### src/rtl/mips_mc_core_if.sv
// Instruction feed channel between an instruction feeder (master) and the
// multicycle core (slave).
//   instr_valid : feeder -> core, instr holds a new instruction
//   instr       : feeder -> core, 32-bit encoded instruction
//   instr_ready : core -> feeder, core is idle and can accept
//   done        : core -> feeder, one-cycle pulse when a result is committed
interface mips_mc_core_if;
    logic        instr_valid;
    logic [31:0] instr;
    logic        instr_ready;
    logic        done;

    modport master (
        output instr_valid,
        output instr,
        input  instr_ready,
        input  done
    );

    modport slave (
        input  instr_valid,
        input  instr,
        output instr_ready,
        output done
    );
endinterface

### src/rtl/mips_mc_core.sv
// Multicycle execution core for the CS220 MIPS subset.
// Each instruction runs IDLE -> DECODE -> EXEC -> WB -> DONE -> IDLE against
// an internal register file.
// The core sorts every instruction into one of four classes, R, I, J or bad,
// and counts how many of each it has seen.
// Ports:
//   clk, rst_n          : clock (rising edge), asynchronous active-low reset
//   bus (slave)         : instr_valid/instr in, instr_ready/done out
//   jump_target         : target26 field of the last J-format instruction
//   r_cnt/i_cnt/j_cnt/bad_cnt : saturating per-format instruction counters
//   dbg_addr, dbg_data  : combinational debug read of the register file
module mips_mc_core #(
    parameter int DATA_W = 32,
    parameter int NREG   = 32,
    parameter int CNT_W  = 8,
    localparam int AW    = $clog2(NREG)
) (
    input  logic              clk,
    input  logic              rst_n,
    mips_mc_core_if.slave     bus,
    output logic [25:0]       jump_target,
    output logic [CNT_W-1:0]  r_cnt,
    output logic [CNT_W-1:0]  i_cnt,
    output logic [CNT_W-1:0]  j_cnt,
    output logic [CNT_W-1:0]  bad_cnt,
    input  logic [AW-1:0]     dbg_addr,
    output logic [DATA_W-1:0] dbg_data
);
    localparam int SW = $clog2(DATA_W);

    typedef enum logic [2:0] {
        S_IDLE, S_DECODE, S_EXEC, S_WB, S_DONE
    } state_e;

    typedef enum logic [1:0] {
        FMT_R, FMT_I, FMT_J, FMT_BAD
    } fmt_e;

    state_e             state_reg;
    fmt_e               fmt_reg;
    logic [31:0]        instr_reg;
    logic [DATA_W-1:0]  a_reg;
    logic [DATA_W-1:0]  b_reg;
    logic [DATA_W-1:0]  res_reg;
    logic               we_reg;
    logic [AW-1:0]      dest_reg;
    logic               ready_reg;
    logic               done_reg;

    logic [NREG-1:0][DATA_W-1:0] regs;

    // Instruction fields of the latched instruction.
    logic [5:0]  op;
    logic [5:0]  func;
    logic [4:0]  shamt;
    logic [15:0] imm16;
    logic [AW-1:0] rs_idx;
    logic [AW-1:0] rt_idx;
    logic [AW-1:0] rd_idx;

    assign op     = instr_reg[31:26];
    assign func   = instr_reg[5:0];
    assign shamt  = instr_reg[10:6];
    assign imm16  = instr_reg[15:0];
    assign rs_idx = instr_reg[21 +: AW];
    assign rt_idx = instr_reg[16 +: AW];
    assign rd_idx = instr_reg[11 +: AW];

    assign bus.instr_ready = ready_reg;
    assign bus.done        = done_reg;
    assign dbg_data        = regs[dbg_addr];

    function automatic fmt_e classify(input logic [5:0] opcode);
        case (opcode)
            6'b000000:                                  return FMT_R;
            6'b001000, 6'b001100, 6'b001101, 6'b010111: return FMT_I;
            6'b000010, 6'b000011:                       return FMT_J;
            default:                                    return FMT_BAD;
        endcase
    endfunction

    // Execute stage: operands come from a_reg (rs) and b_reg (rt).
    logic [DATA_W-1:0] exec_result;
    logic              exec_we;
    logic [AW-1:0]     exec_dest;
    logic [DATA_W-1:0] imm_sx;
    logic [DATA_W-1:0] imm_zx;

    assign imm_sx = DATA_W'($signed(imm16));
    assign imm_zx = DATA_W'(imm16);

    always_comb begin
        exec_result = '0;
        exec_we     = 1'b0;
        exec_dest   = rd_idx;
        case (fmt_reg)
            FMT_R: begin
                exec_we = 1'b1;
                case (func)
                    6'b100000: exec_result = a_reg + b_reg;
                    6'b100010: exec_result = a_reg - b_reg;
                    6'b100100: exec_result = a_reg & b_reg;
                    6'b100101: exec_result = a_reg | b_reg;
                    6'b000000: exec_result = b_reg << shamt;
                    6'b000010: exec_result = b_reg >> shamt;
                    6'b000100: exec_result = b_reg << a_reg[SW-1:0];
                    6'b000110: exec_result = b_reg >> a_reg[SW-1:0];
                    6'b010100: exec_result = ~(a_reg | b_reg);
                    // Unknown func still counts as R, but commits nothing.
                    default:   exec_we = 1'b0;
                endcase
            end
            FMT_I: begin
                exec_we   = 1'b1;
                exec_dest = rt_idx;
                case (op)
                    6'b001000: exec_result = a_reg + imm_sx;
                    6'b001100: exec_result = a_reg & imm_zx;
                    6'b001101: exec_result = a_reg | imm_zx;
                    default:   exec_result = a_reg ^ imm_zx;
                endcase
            end
            FMT_J: begin
                // jal clears the top register; plain j writes nothing.
                exec_we     = op[0];
                exec_dest   = AW'(NREG - 1);
                exec_result = '0;
            end
            default: ;
        endcase
    end

    // Register file. Entry 0 is hard-wired to zero, so writes to it vanish.
    for (genvar gi = 0; gi < NREG; gi++) begin : g_reg
        if (gi == 0) begin : g_zero
            assign regs[gi] = '0;
        end else begin : g_flop
            logic [DATA_W-1:0] q_reg;
            always_ff @(posedge clk or negedge rst_n) begin
                if (!rst_n) begin
                    q_reg <= '0;
                end else if (state_reg == S_WB && we_reg && dest_reg == AW'(gi)) begin
                    q_reg <= res_reg;
                end
            end
            assign regs[gi] = q_reg;
        end
    end

    // Sequencer with registered handshake outputs. done is raised on the
    // edge that leaves DONE, so it is seen in the first IDLE cycle, together
    // with instr_ready.
    always_ff @(posedge clk or negedge rst_n) begin
        if (!rst_n) begin
            state_reg   <= S_IDLE;
            fmt_reg     <= FMT_BAD;
            instr_reg   <= '0;
            a_reg       <= '0;
            b_reg       <= '0;
            res_reg     <= '0;
            we_reg      <= 1'b0;
            dest_reg    <= '0;
            ready_reg   <= 1'b1;
            done_reg    <= 1'b0;
            jump_target <= '0;
            r_cnt       <= '0;
            i_cnt       <= '0;
            j_cnt       <= '0;
            bad_cnt     <= '0;
        end else begin
            done_reg <= 1'b0;
            case (state_reg)
                S_IDLE: begin
                    if (bus.instr_valid) begin
                        instr_reg <= bus.instr;
                        ready_reg <= 1'b0;
                        state_reg <= S_DECODE;
                    end
                end
                S_DECODE: begin
                    fmt_reg   <= classify(op);
                    a_reg     <= regs[rs_idx];
                    b_reg     <= regs[rt_idx];
                    state_reg <= S_EXEC;
                end
                S_EXEC: begin
                    res_reg   <= exec_result;
                    we_reg    <= exec_we;
                    dest_reg  <= exec_dest;
                    state_reg <= S_WB;
                end
                S_WB: begin
                    case (fmt_reg)
                        FMT_R:   if (r_cnt != '1) r_cnt <= r_cnt + 1'b1;
                        FMT_I:   if (i_cnt != '1) i_cnt <= i_cnt + 1'b1;
                        FMT_J: begin
                            if (j_cnt != '1) j_cnt <= j_cnt + 1'b1;
                            jump_target <= instr_reg[25:0];
                        end
                        default: if (bad_cnt != '1) bad_cnt <= bad_cnt + 1'b1;
                    endcase
                    state_reg <= S_DONE;
                end
                S_DONE: begin
                    done_reg  <= 1'b1;
                    ready_reg <= 1'b1;
                    state_reg <= S_IDLE;
                end
                default: state_reg <= S_IDLE;
            endcase
        end
    end
endmodule

### src/flat_wrapper.sv
// flat-port wrapper written by rule: the top's interface ports become plain ports
module mips_mc_core_flat 
#(
    parameter int DATA_W = 32,
    parameter int NREG   = 32,
    parameter int CNT_W  = 8,
    localparam int AW    = $clog2(NREG)
)
  (clk, rst_n, jump_target, r_cnt, i_cnt, j_cnt, bad_cnt, dbg_addr, dbg_data, bus_instr_valid, bus_instr, bus_instr_ready, bus_done);
  mips_mc_core_if bus_i ();
  input  logic clk;
  input  logic rst_n;
  output logic [25:0] jump_target;
  output logic [CNT_W-1:0] r_cnt;
  output logic [CNT_W-1:0] i_cnt;
  output logic [CNT_W-1:0] j_cnt;
  output logic [CNT_W-1:0] bad_cnt;
  input  logic [AW-1:0] dbg_addr;
  output logic [DATA_W-1:0] dbg_data;
  input wire logic [$bits(bus_i.instr_valid)-1:0] bus_instr_valid;
  input wire logic [$bits(bus_i.instr)-1:0] bus_instr;
  output wire logic [$bits(bus_i.instr_ready)-1:0] bus_instr_ready;
  output wire logic [$bits(bus_i.done)-1:0] bus_done;
  assign bus_i.instr_valid = bus_instr_valid;
  assign bus_i.instr = bus_instr;
  assign bus_instr_ready = bus_i.instr_ready;
  assign bus_done = bus_i.done;
  mips_mc_core #(.DATA_W(DATA_W), .NREG(NREG), .CNT_W(CNT_W)) u_core (.clk(clk), .rst_n(rst_n), .bus(bus_i), .jump_target(jump_target), .r_cnt(r_cnt), .i_cnt(i_cnt), .j_cnt(j_cnt), .bad_cnt(bad_cnt), .dbg_addr(dbg_addr), .dbg_data(dbg_data));
endmodule
### config.mk
export PLATFORM = sky130hd
export DESIGN_NAME = mips_mc_core_flat
export DESIGN_NICKNAME = d
export VERILOG_FILES = /design/src/rtl/mips_mc_core_if.sv /design/src/rtl/mips_mc_core.sv /design/src/flat_wrapper.sv
export SDC_FILE = /design/constraint.sdc
export NUM_CORES = 2
export LEC_CHECK = 0
export CORE_UTILIZATION = 30
export CTS_BUF_LIST = sky130_fd_sc_hd__clkbuf_16
export CTS_CLUSTER_SIZE = 16
export DETAILED_ROUTE_END_ITERATION = 12
export SLEW_MARGIN = 25
export SYNTH_ARGS = -nofsm -noshare
export SYNTH_HDL_FRONTEND = slang
export SYNTH_SLANG_ARGS = --single-unit
### constraint.sdc
create_clock -name clk -period 4.19 [get_ports clk]
set_input_delay 0.6285 -clock clk [delete_from_list [all_inputs] [get_ports clk]]
set_output_delay 0.6285 -clock clk [all_outputs]
set_load 0.05 [all_outputs]
==> flow_metrics.tcl <==
set metrics [dict create \
    relSlewSlack_pct 25.8 \
    dp_hpwl_um 183000 \
    area_growth_pct 17.0 \
    maxCapViolCount 0 \
    layout_setup_ws_ps 66.2 \
    synth-simple-area-share_pct 4.00 \
    max_stage_delay_ps 550 \
    die_w_um 510 \
    synth_mux_area_share_pct 44.9 \
    ys_ff_latch 1191 \
    gp_congestion 0.980 \
    first_pass_iters 5 \
    grt_max_degree 144 \
    antenna_found_initial 14 \
    io_buffer_count 131 \
    drive_gt1_share_pct 47.2 \
    power_density_mw_per_mm2 585 \
    worstPathCellList "or4_4, nor3_4, nand2_2, nor3_4, a31oi_2, xnor2_1, ha_1, a21o_1, a21o_1, a21oi_2, nor2b_1, or4_1, a31o_2, a41oi_2, xnor2_1, nand2_1, a311oi_1" \
    start_util_pct 30.2 \
    syn-mean-instance-area_um2 13.5 \
    synth-async-reset-ratio_pct 100 \
    status "finished clean" \
    ir_worst_vdd_mv 0.570 \
    synthesis.area_mm2 0.0775 \
    dp.cells 9109 \
    hold_path_class "in2async" \
    setup_viol 0 \
    worst_path_max_delay_cell "or4_4" \
    worstPathArrival_ps 4860 \
    dp_slack_ps -350 \
    crit_type "reg2reg" \
    fin_nets 6014 \
    grt_pass1_wl_um 409000 \
    ys_types 86 \
    synth_nets 5880 \
    cp-start-kind "register" \
    n_fill_cell 24500 \
    worstMarginPinSlew_ps 1110 \
    layout_min_cycle_time_ps 4120 \
    clock.fmax_ghz 0.242 \
    synth-main-ff-cell "dfrtp_1" \
    critical_path_buf_inv_count 0 \
    drc 0 \
    avgRoutedWirePerCell_um 30.0 \
    cts_tree "built" \
    period_share_pct 98.4 \
    cts_buffers 141 \
    path_clk_slew_ps 70 \
    ctsLongestPathBuffers 3 \
    hold_violations 0 \
    io_pins 132 \
    final_cell_mix "dfrtp_1 (1152), mux2_2 (1131), mux4_2 (877), buf_4 (359), nand2_1 (284)" \
    largest_register_ffs 992 \
    synth_top_family_by_area "multiplexers" \
    cts_sinks 1191 \
    yosys_warnings 0 \
    h-tree-depth 4 \
    skew_ps 33.9 \
    ys_seq_area_share_pct 38.5 \
    final_common_cell "dfrtp_1" \
    required_ps 4920 \
    clock_latency_ps 840 \
    crit_family "simple AND/OR/NAND/NOR gates" \
    grt_use_total_pct 21.5 \
    die_h_um 510 \
    routed_wl_um 281000 \
    leakage_nw 39.4 \
    stdcell_count 9383 \
    synth_edf_count 0 \
    cts_root_buf "clkbuf_16" \
    vias 56300 \
    synth_compound_area_share_pct 6.71 \
    synth_fa_ha_area_share_pct 1.51 \
    grt_overflow 0 \
    post_dp_cell_area_mm2 0.0857 \
    rows 186 \
    drtIter0Drc 6446 \
    antenna_left 0 \
    finish.instance_area_mm2 0.0906 \
    crit_fanout 4 \
    coreArea_mm2 0.257 \
    grt_pass1_vias 56700 \
    synthXorXnorAreaFrac_pct 1.19 \
    die-area_mm2 0.260 \
    synthCells 5748 \
    worst_setup_path_end_kind "register" \
    rsz0062_at_grt "yes" \
    maxSlewViolCount 0 \
    viasPerCell 6.00 \
]
synth_stat cells, types with 60 or more instances:
cell type	n	area share, %
buf_1	134	0.65
mux2_2	1131	16
nor2_1	132	0.64
a22o_1	65	0.73
ha_1	90	1.5
nand3_1	65	0.42
o21ai_0	200	1.3
nor3_1	60	0.39
nand2_1	299	1.4
mux4_2	877	25
xnor2_1	69	0.78
a21oi_1	221	1.4
mux2i_1	215	2.8
dfrtp_1	1188	38
clkbuf_1	425	2.1
timing repair:
action | CTS | global route
pin swaps | 17 | 14
setup endpoints to repair | 7 | 12
gates resized for setup | 26 | 27
buffers inserted | 10 | 3
hold buffers | 1 | 0
hold endpoints to repair | 49 | 0
power breakdown:
part | total, mW | internal (mW) | switching, mW
Combinational | 26.2 | 11.3 | 15.0
Clock | 12.2 | 6.81 | 5.41
Sequential | 14.5 | 12.2 | 2.29
Total | 53.0 | 30.3 | 22.7
through the flow:
stage | power (mW) | utilization, % | hold WS [ps] | setup TNS, ps
after floorplan | 29.5 | - | 333 | 0
after global placement | 39.7 | 33.4 | 464 | -1270
after detailed placement | 39.8 | 33.4 | 467 | -1310
after CTS | 52.5 | 35.2 | 326 | 0
after global routing | 55.2 | 35.3 | 362 | -218
final | 53.0 | 35.3 | 346 | 0
metal layers:
layer	track usage (%)	up-vias	share of wire [%]
met5	0	-	0.016
met4	9.64	8	4.9
met3	4.52	696	8.9
met2	32.7	2947	45
met1	29.4	29800	41
li1	-	22900	-
path summary, 6_finish.rpt:
path                                        start                     end  slack [ps]  depth (start not counted)
setup reg to reg                  u_core.b_reg[5]      u_core.res_reg[28]          70                         17
min in group clk                    bus_instr[10]    u_core.instr_reg[10]         380                          3
setup / recovery                  u_core.b_reg[5]      u_core.res_reg[28]          70                         17
hold reg to reg            u_core.bus.instr_ready  u_core.bus.instr_ready         470                          2
max in group asynchronous                   rst_n    u_core.instr_reg[16]        2420                          3
hold / removal                              rst_n         u_core.j_cnt[3]         350                          2
layout make-up:
type	count	area, um2	area share, %
clock inverters	117	957	1.06
multi-input cells	3914	45700	50.4
repair buffers	579	6080	6.71
well taps	3384	4230	4.67
clock buffers	142	3550	3.92
flip-flops and latches	1191	29900	33.0
inverters	55	206	0.228
diodes	1	2.50	0.00276
cell families (layout without fill, tap and decap cells):
kind of cell,Yosys count,after routing
AOI/OAI and AO/OA,809,809
xor gates and xnor gates,105,105
adders and majority gates,92,92
buffers and inverters,643,893
DFF,1191,1191
muxes,2228,2228
other,0,1
and+or+nand+nor,680,680
No activity file was read; power rests on OpenSTA's default activity.
